### src/rtl/out_handshake_sink.sv
// rtl/out_handshake_sink.sv - start/finish handshake consumer with history, running CRC and counters
module out_handshake_sink #(
    parameter int               WIDTH      = 8,
    parameter int               DEPTH      = 4,
    parameter int               SELW       = 2,
    parameter int               ACK_CYCLES = 1,
    parameter logic [WIDTH-1:0] CRC_POLY   = WIDTH'(8'h07)
) (
    input  logic             clk,
    input  logic             reset,
    input  logic             enable,
    input  logic             freeze,
    input  logic             clear,
    input  logic             out_start,
    input  logic [WIDTH-1:0] out_data,
    output logic             out_finish,
    input  logic [SELW-1:0]  view_sel,
    output logic [WIDTH-1:0] view_data,
    output logic [WIDTH-1:0] crc,
    output logic [15:0]      byte_count,
    output logic [4:0]       valid_count,
    output logic             full,
    output logic             busy
);

    typedef enum logic [1:0] {
        IDLE = 2'd0,
        ACK  = 2'd1,
        GAP  = 2'd2
    } stateT;

    stateT            state;
    stateT            nextState;
    logic [3:0]       ackCnt;
    logic             finishReg;
    logic             finishNext;
    logic             accept;
    logic             isFull;

    logic [WIDTH-1:0] hist [DEPTH];
    logic [WIDTH-1:0] crcReg;
    logic [15:0]      byteCnt;
    logic [4:0]       validCnt;
    logic [WIDTH-1:0] viewMux;

    // MSB-first CRC of one whole word, folded in a single cycle
    function automatic logic [WIDTH-1:0] crcStep(input logic [WIDTH-1:0] crcIn,
                                                 input logic [WIDTH-1:0] dataIn);
        logic [WIDTH-1:0] c;
        c = crcIn ^ dataIn;
        for (int i = 0; i < WIDTH; i++) begin
            c = c[WIDTH-1] ? ((c << 1) ^ CRC_POLY) : (c << 1);
        end
        return c;
    endfunction

    assign isFull = (validCnt == 5'(DEPTH));
    // enable and the freeze gate only matter while waiting for a word
    assign accept = (state == IDLE) && enable && out_start && !(freeze && isFull);

    // State register, ack counter and registered acknowledge
    always_ff @(posedge clk) begin
        if (!reset) begin
            state     <= IDLE;
            ackCnt    <= '0;
            finishReg <= 1'b0;
        end else begin
            state     <= nextState;
            finishReg <= finishNext;
            if (accept) begin
                ackCnt <= 4'(ACK_CYCLES);
            end else if (state == ACK) begin
                ackCnt <= ackCnt - 4'd1;
            end
        end
    end

    // Next-state decode: ACK lasts ACK_CYCLES, GAP lasts one cycle
    always_comb begin
        nextState = state;
        case (state)
            IDLE:    if (accept) nextState = ACK;
            ACK:     if (ackCnt <= 4'd1) nextState = GAP;
            GAP:     nextState = IDLE;
            default: nextState = IDLE;
        endcase
    end

    // Output decode: acknowledge is registered from the upcoming state
    always_comb begin
        finishNext = (nextState == ACK);
        busy       = (state != IDLE);
    end

    // History, CRC and counters; clear only touches this datapath, never the handshake
    always_ff @(posedge clk) begin
        if (!reset || clear) begin
            for (int i = 0; i < DEPTH; i++) begin
                hist[i] <= '0;
            end
            crcReg   <= '0;
            byteCnt  <= '0;
            validCnt <= '0;
        end else if (accept) begin
            hist[0] <= out_data;
            for (int i = 1; i < DEPTH; i++) begin
                hist[i] <= hist[i-1];
            end
            crcReg <= crcStep(crcReg, out_data);
            if (byteCnt != 16'hFFFF) begin
                byteCnt <= byteCnt + 16'd1;
            end
            if (!isFull) begin
                validCnt <= validCnt + 5'd1;
            end
        end
    end

    // View mux: entries beyond the valid count read as zero
    always_comb begin
        viewMux = '0;
        for (int i = 0; i < DEPTH; i++) begin
            if ((int'(view_sel) == i) && (i < int'(validCnt))) begin
                viewMux = hist[i];
            end
        end
    end

    assign out_finish  = finishReg;
    assign view_data   = viewMux;
    assign crc         = crcReg;
    assign byte_count  = byteCnt;
    assign valid_count = validCnt;
    assign full        = isFull;

endmodule

### config.mk
export PLATFORM = sky130hd
export DESIGN_NAME = out_handshake_sink
export DESIGN_NICKNAME = d
export VERILOG_FILES = /design/src/rtl/out_handshake_sink.sv
export SDC_FILE = /design/constraint.sdc
export NUM_CORES = 1
export LEC_CHECK = 0
export BUFFER_PORTS_ARGS = -buffer_cell sky130_fd_sc_hd__buf_2
export CORE_MARGIN = 2
export CORE_UTILIZATION = 36
export DETAILED_ROUTE_END_ITERATION = 16
export PLACE_DENSITY = 0.52
export SYNTH_ARGS = -nofsm -noshare
export SYNTH_HDL_FRONTEND = slang
export SYNTH_SLANG_ARGS = --single-unit
### constraint.sdc
create_clock -name clk -period 3.13 [get_ports clk]
set_clock_uncertainty 0.05 [all_clocks]
set_input_delay 0.626 -clock clk [delete_from_list [all_inputs] [get_ports clk]]
set_output_delay 0.626 -clock clk [all_outputs]
set_load 0.01 [all_outputs]
==> results of run 1 <==
-- per-layer routing --
layer  vias up  global-route usage  wire length, µm
met4         0             0.05641               51
met2        46              0.2475             3619
met5         -                   0                0
met1      1256              0.2172             3912
li1       1367                   -                -
met3         4             0.03762              329
-- worst reg2reg max path, stage by stage, from the launching register on --
cell       delay, ns
dfxtp_1         0.35
inv_1           0.18
ha_1            0.18
nand4bb_1       0.34
o21ai_4         0.68
nand2_1         0.11
buf_4           0.29
-- power by group through the flow --
stage / clock [mW] / sequential [mW] / combinational [mW]
6_report: 0.789 / 0.987 / 0.190
5_1_grt: 0.839 / 0.991 / 0.215
4_1_cts: 0.811 / 0.987 / 0.193
3_5_place_dp: 0 / 1.01 / 0.192
3_3_place_gp: 0 / 1.01 / 0.191
2_1_floorplan: 0 / 1.00 / 0.136
-- worst max-delay path by stage --
| stage | slack (ns) | end | cells past startpoint |
|---|---|---|---|
| after floorplan | 0.60 | hist[0][0] | 8 |
| after global placement | 0.38 | view_data[6] | 5 |
| after detailed placement | 0.35 | view_data[3] | 5 |
| after CTS | 0.14 | view_data[3] | 5 |
| after global routing | 0.07 | view_data[6] | 5 |
| final | 0.19 | view_data[5] | 5 |
-- final cells by class --
| cell class | instances | area (µm²) | share of cell area |
|---|---|---|---|
| timing repair buffer | 63 | 335.3 | 0.08168 |
| sequential | 68 | 1682 | 0.4096 |
| tap | 129 | 161.4 | 0.03932 |
| inverter | 8 | 30.03 | 0.007315 |
| clock buffer | 9 | 123.9 | 0.03017 |
| multi-input combinational | 239 | 1682 | 0.4096 |
| clock inverter | 7 | 91.34 | 0.02225 |
-- placed cells by master (no fill, tap or decap), drive strengths merged, types with 6 or more instances in the layout --
master / n
and3: 35
or4: 9
o21ai: 10
inv: 8
or3: 7
dfxtp: 36
xnor2: 17
nand2b: 6
nand2: 22
nand4: 6
clkbuf: 9
edfxtp: 32
buf: 63
nand3: 9
a221oi: 8
o31ai: 14
a21oi: 19
nor2: 23
-- cell families after synthesis --
logic type / after synthesis / share of synthesized area
muxes: 3 / 0.008671
AOI/OAI and AO/OA: 67 / 0.1387
xor gates and xnor gates: 27 / 0.09285
and+or+nand+nor: 137 / 0.2247
DFF: 68 / 0.4855
buffers and inverters: 26 / 0.03143
adders and majority gates: 5 / 0.01806
-- timing repair --
| action | in CTS | in global routing |
|---|---|---|
| pin swaps | 0 | 0 |
| setup endpoints to repair | 1 | 7 |
| gates resized for setup | 1 | 1 |
| hold buffers | 0 | 0 |
-- sequential cells by signal, summed over array words and instances (netlist names) --
name / cells
hist: 32
byte_count: 16
crc: 8
valid_count: 5
ackCnt: 4
state: 2
out_finish: 1
-- through the flow --
stage                     hold WS, ns  utilization
after floorplan                0.4340            -
after global placement         0.4338       0.4183
after detailed placement       0.4468       0.4183
after CTS                      0.4596       0.4416
after global routing           0.4854       0.4422
final                          0.4544       0.4422
==> reports/results.tsv, run 1 <==
metric	value	unit
p_total	1.966	mW
via_per_inst	5.111	
worst_pin_slew	0.7693	ns
first_iter_violations	104	
r2r_start	valid_count[1]	
power-per-cell-area	479.0	nW/µm²
dp.cells	507	
n_antenna_cell	0	
clock_power_share	0.401	
drtAntennaViolNets	0	
min_period	2.938	ns
io_pins	56	
p_seq_frac	0.502	
tns	0	ns
syn_inst	333	
arrival	2.26	ns
antenna_found_initial	0	
routed_wl	7913	µm
synth_top_area_cell	edfxtp_1	
placed_area	3884	µm²
cts_sinks	68	
slew_headroom	0.4859	
synth_area_leaders	edfxtp_1 28%, dfxtp_1 21%, and3_1 6.3%, xnor2_1 3.8%, o31ai_1 3.0%	
die_x	102.1	µm
final.fill_count	924	
switching_share	0.2396	
ys_seq_elements	68	
min_path_cells	2	
fmax	340.4	MHz
p_int	1.495	mW
cts_max_level	3	
synthesis.area	3463	µm²
ys_warn_count	0	
avgSynthCellArea	10.40	µm²
drcViolationCount	0	
synthFlopType	dfxtp_1	
ys_seq_area_frac	0.4855	
async_flop_share	0	
finalCritPeriodShare	0.9385	
critPathSlowestCell	a2111oi_1	
fin_cells	523	
crit_type	reg -> out	
final_hold_viol_count	0	
end_kind	primary output	
cts_buffer_depth	2	
synth_edf_count	32	
critPathMaxStageDelay	0.74	ns
dpl_worst_slack	0.3540	ns
synthDominantCellAreaShare	0.2775	
track_usage	0.1589	
grt_pass1_vias	2544	
fin_area	4105	µm²
critPathBufInv	1	
die_area	10420	µm²
drive_gt1_frac	0.2284	
cp-start-kind	flip-flop	
nets	410	
synthDistinctLibCells	52	
cts_buffers	9	
r2r_slack	0.68	ns
outcome	complete, no violations	
gp_congestion	0.7877	
hpwl	5435	µm
hold_start	byte_count[14]	
overflow	0	
num_rows	35	
hold_path.class	reg -> reg	
grt_first_pass_wirelength	12830	µm
port_buffers	55	
rsz0062_at_grt	false	
p_comb_frac	0.097	
slew_viol_final	0	
vias	2673	
critPathLaunch	valid_count[2]	
cts_root_buffer	clkbuf_8	
cp_data_required_time	2.45	ns
synthTopCellsByCount	36 x dfxtp_1, 35 x and3_1, 32 x edfxtp_1, 23 x nor2_1, 22 x nand2_1	
wl_per_cell	15.13	µm
cts_tree	done	
yosysMostFrequentCell	dfxtp_1	
min_to	byte_count[14]	
setup_viol	0	
clk_transition_reported_paths	0.08	ns
grt_start_max_net_pins	41	
fin_ws	0.1924	ns
first_pass_iters	4	
initial_core_util	0.3730	
cap_viol_max_count	0	
crit_chain	a2111oi_1, nor3b_2, a221oi_1, o31ai_1, buf_2	
r2r-end	hist[1][2]	
leakage	1.761	nW
irDropWorstVdd	0.2618	mV
critPathMaxFanout	8	
fp.coreArea	9284	µm²
cp_top_family	compound AO/OA/AOI/OAI gates	
switching_power	471.1	µW
r2r_cells	6	
synthToLayoutAreaGrowth	18.53	%
cts_setup_buffers	0	
clkLatencyLatePin	0.34	ns
fp.dieH	102.1	µm
syn_nets	354	
No activity file was read; power rests on OpenSTA's default activity.
==> run 2: changes to the inputs <==
--- a/config.mk
+++ b/config.mk
@@ -6,9 +6,10 @@
 export NUM_CORES = 1
 export LEC_CHECK = 0
 export BUFFER_PORTS_ARGS = -buffer_cell sky130_fd_sc_hd__buf_2
-export CORE_MARGIN = 2
+export CORE_MARGIN = 8
 export CORE_UTILIZATION = 36
 export DETAILED_ROUTE_END_ITERATION = 16
+export MAX_ROUTING_LAYER = met4
 export PLACE_DENSITY = 0.52
 export SYNTH_ARGS = -nofsm -noshare
 export SYNTH_HDL_FRONTEND = slang
==> reports/results.tsv, run 2 (synthesis gave the netlist of run 1 again) <==
metric	value	unit
outcome	complete, no violations	
irDropWorstVdd	0.2038	mV
min_period	2.867	ns
first_iter_violations	106	
finalCritPeriodShare	0.9160	
cts_root_buffer	clkbuf_8	
slew_viol_final	0	
n_antenna_cell	0	
final_cell_mix	55 x buf_2, 36 x dfxtp_1, 35 x and3_1	
cts_buffers	9	
rsz0062_at_grt	false	
holdWs	0.4554	ns
final_hold_viol_count	0	
cp-start-kind	flip-flop	
hold_path.class	reg -> reg	
cts_sinks	68	
worst_pin_slew	0.6471	ns
synthToLayoutAreaGrowth	18.46	%
grt_start_max_net_pins	41	
via_per_inst	5.083	
cts_setup_buffers	0	
drcViolationCount	0	
crit_type	reg -> out	
fp.dieH	114.1	µm
multi_input_area	1682	µm²
cts_buffer_depth	2	
vias	2684	
critPathMaxFanout	8	
port_buffers	55	
gp_congestion	0.7819	
slew_headroom	0.5650	
cts_hold_buf	0	
setup_viol	0	
fin_area	4103	µm²
grt_first_pass_wirelength	13300	µm
cp_top_family	compound AO/OA/AOI/OAI gates	
critPathMaxStageDelay	0.60	ns
crit_chain	nor3_1, a311oi_2, a221oi_1, o31ai_1, buf_2	
initial_core_util	0.3627	
die_x	114.1	µm
arrival	2.19	ns
track_usage	0.1309	
hpwl	5548	µm
io_pins	56	
first_pass_iters	4	
fmax	348.8	MHz
final_common_cell	buf_2	
final.fill_count	981	
largest_register_ffs	32	
drive_gt1_frac	0.2354	
placed_area	3896	µm²
leakage	1.761	nW
clkLatencyLatePin	0.33	ns
end_kind	primary output	
grt_pass1_vias	2620	
fin_util	0.4296	
die_area	13020	µm²
routed_wl	8071	µm
final-seq-area	1682	µm²
cp_data_required_time	2.45	ns
fp.coreArea	9549	µm²
power-per-cell-area	464.4	nW/µm²
dp.cells	512	
critPathSlowestCell	a311oi_2	
cap_viol_max_count	0	
critPathBufInv	1	
fin_cells	528	
num_rows	36	
top_register	hist	
cts_max_level	3	
tns	0	ns
clk_transition_reported_paths	0.08	ns
antenna_found_initial	0	
overflow	0	
wl_per_cell	15.29	µm
nets	411	
drtAntennaViolNets	0	
cts_tree	done	
-- run 2: cell count changes in the layout (fill, tap and decap cells not counted), sizes merged --
cell,delta
buf,+1
bufinv,-1
inv,+1
-- run 2: layout make-up --
cell class                 count  share of cell area
clock inverter                 7             0.01860
multi-input combinational    239              0.4099
clock buffer                   9             0.03019
inverter                       8            0.007319
sequential                    68              0.4099
tap                          133             0.04056
timing repair buffer          64             0.08356
-- run 2: what timing repair did --
item                                    4_1_cts  5_1_grt
resized for setup                             0        2
endpoints found under the setup margin        0        8
endpoints found under the hold margin         0        0
-- run 2: worst min-delay path, stage by stage, from the launching register on --
cell and delay, ns:
dfxtp_1 0.34, o31ai_1 0.07, a21oi_1 0.05
-- run 2: layer usage --
layer	share of wire	track usage	routed length, µm	vias to the layer above
met5	0	-	0	-
met1	0.50	0.1701	4045	1270
met2	0.46	0.1976	3700	43
li1	-	-	-	1369
met3	0.036	0.03217	287	2
met4	0.0046	0.03815	37	0
-- run 2: where the power goes --
part           total, mW  internal, mW  switching [mW]
clock network      0.727         0.372           0.356
registers          0.986         0.965          0.0214
logic              0.192        0.0865           0.106
-- run 2: final timing paths --
check | startpoint | endpoint | slack (ns) | cells past startpoint
worst max-delay path | valid_count[2] | view_data[1] | 0.26 | 5
worst min-delay path | byte_count[9] | byte_count[9] | 0.46 | 2
worst max register to register | valid_count[1] | hist[1][2] | 0.92 | 7
worst min register to register | byte_count[9] | byte_count[9] | 0.46 | 2
-- run 2: per-stage QoR --
stage          worst slack (ns)  power [mW]
2_1_floorplan            0.5963       1.140
3_3_place_gp             0.4161       1.198
3_5_place_dp             0.3397       1.199
4_1_cts                  0.1048       1.930
5_1_grt                0.006248       1.992
6_report                 0.2631       1.905
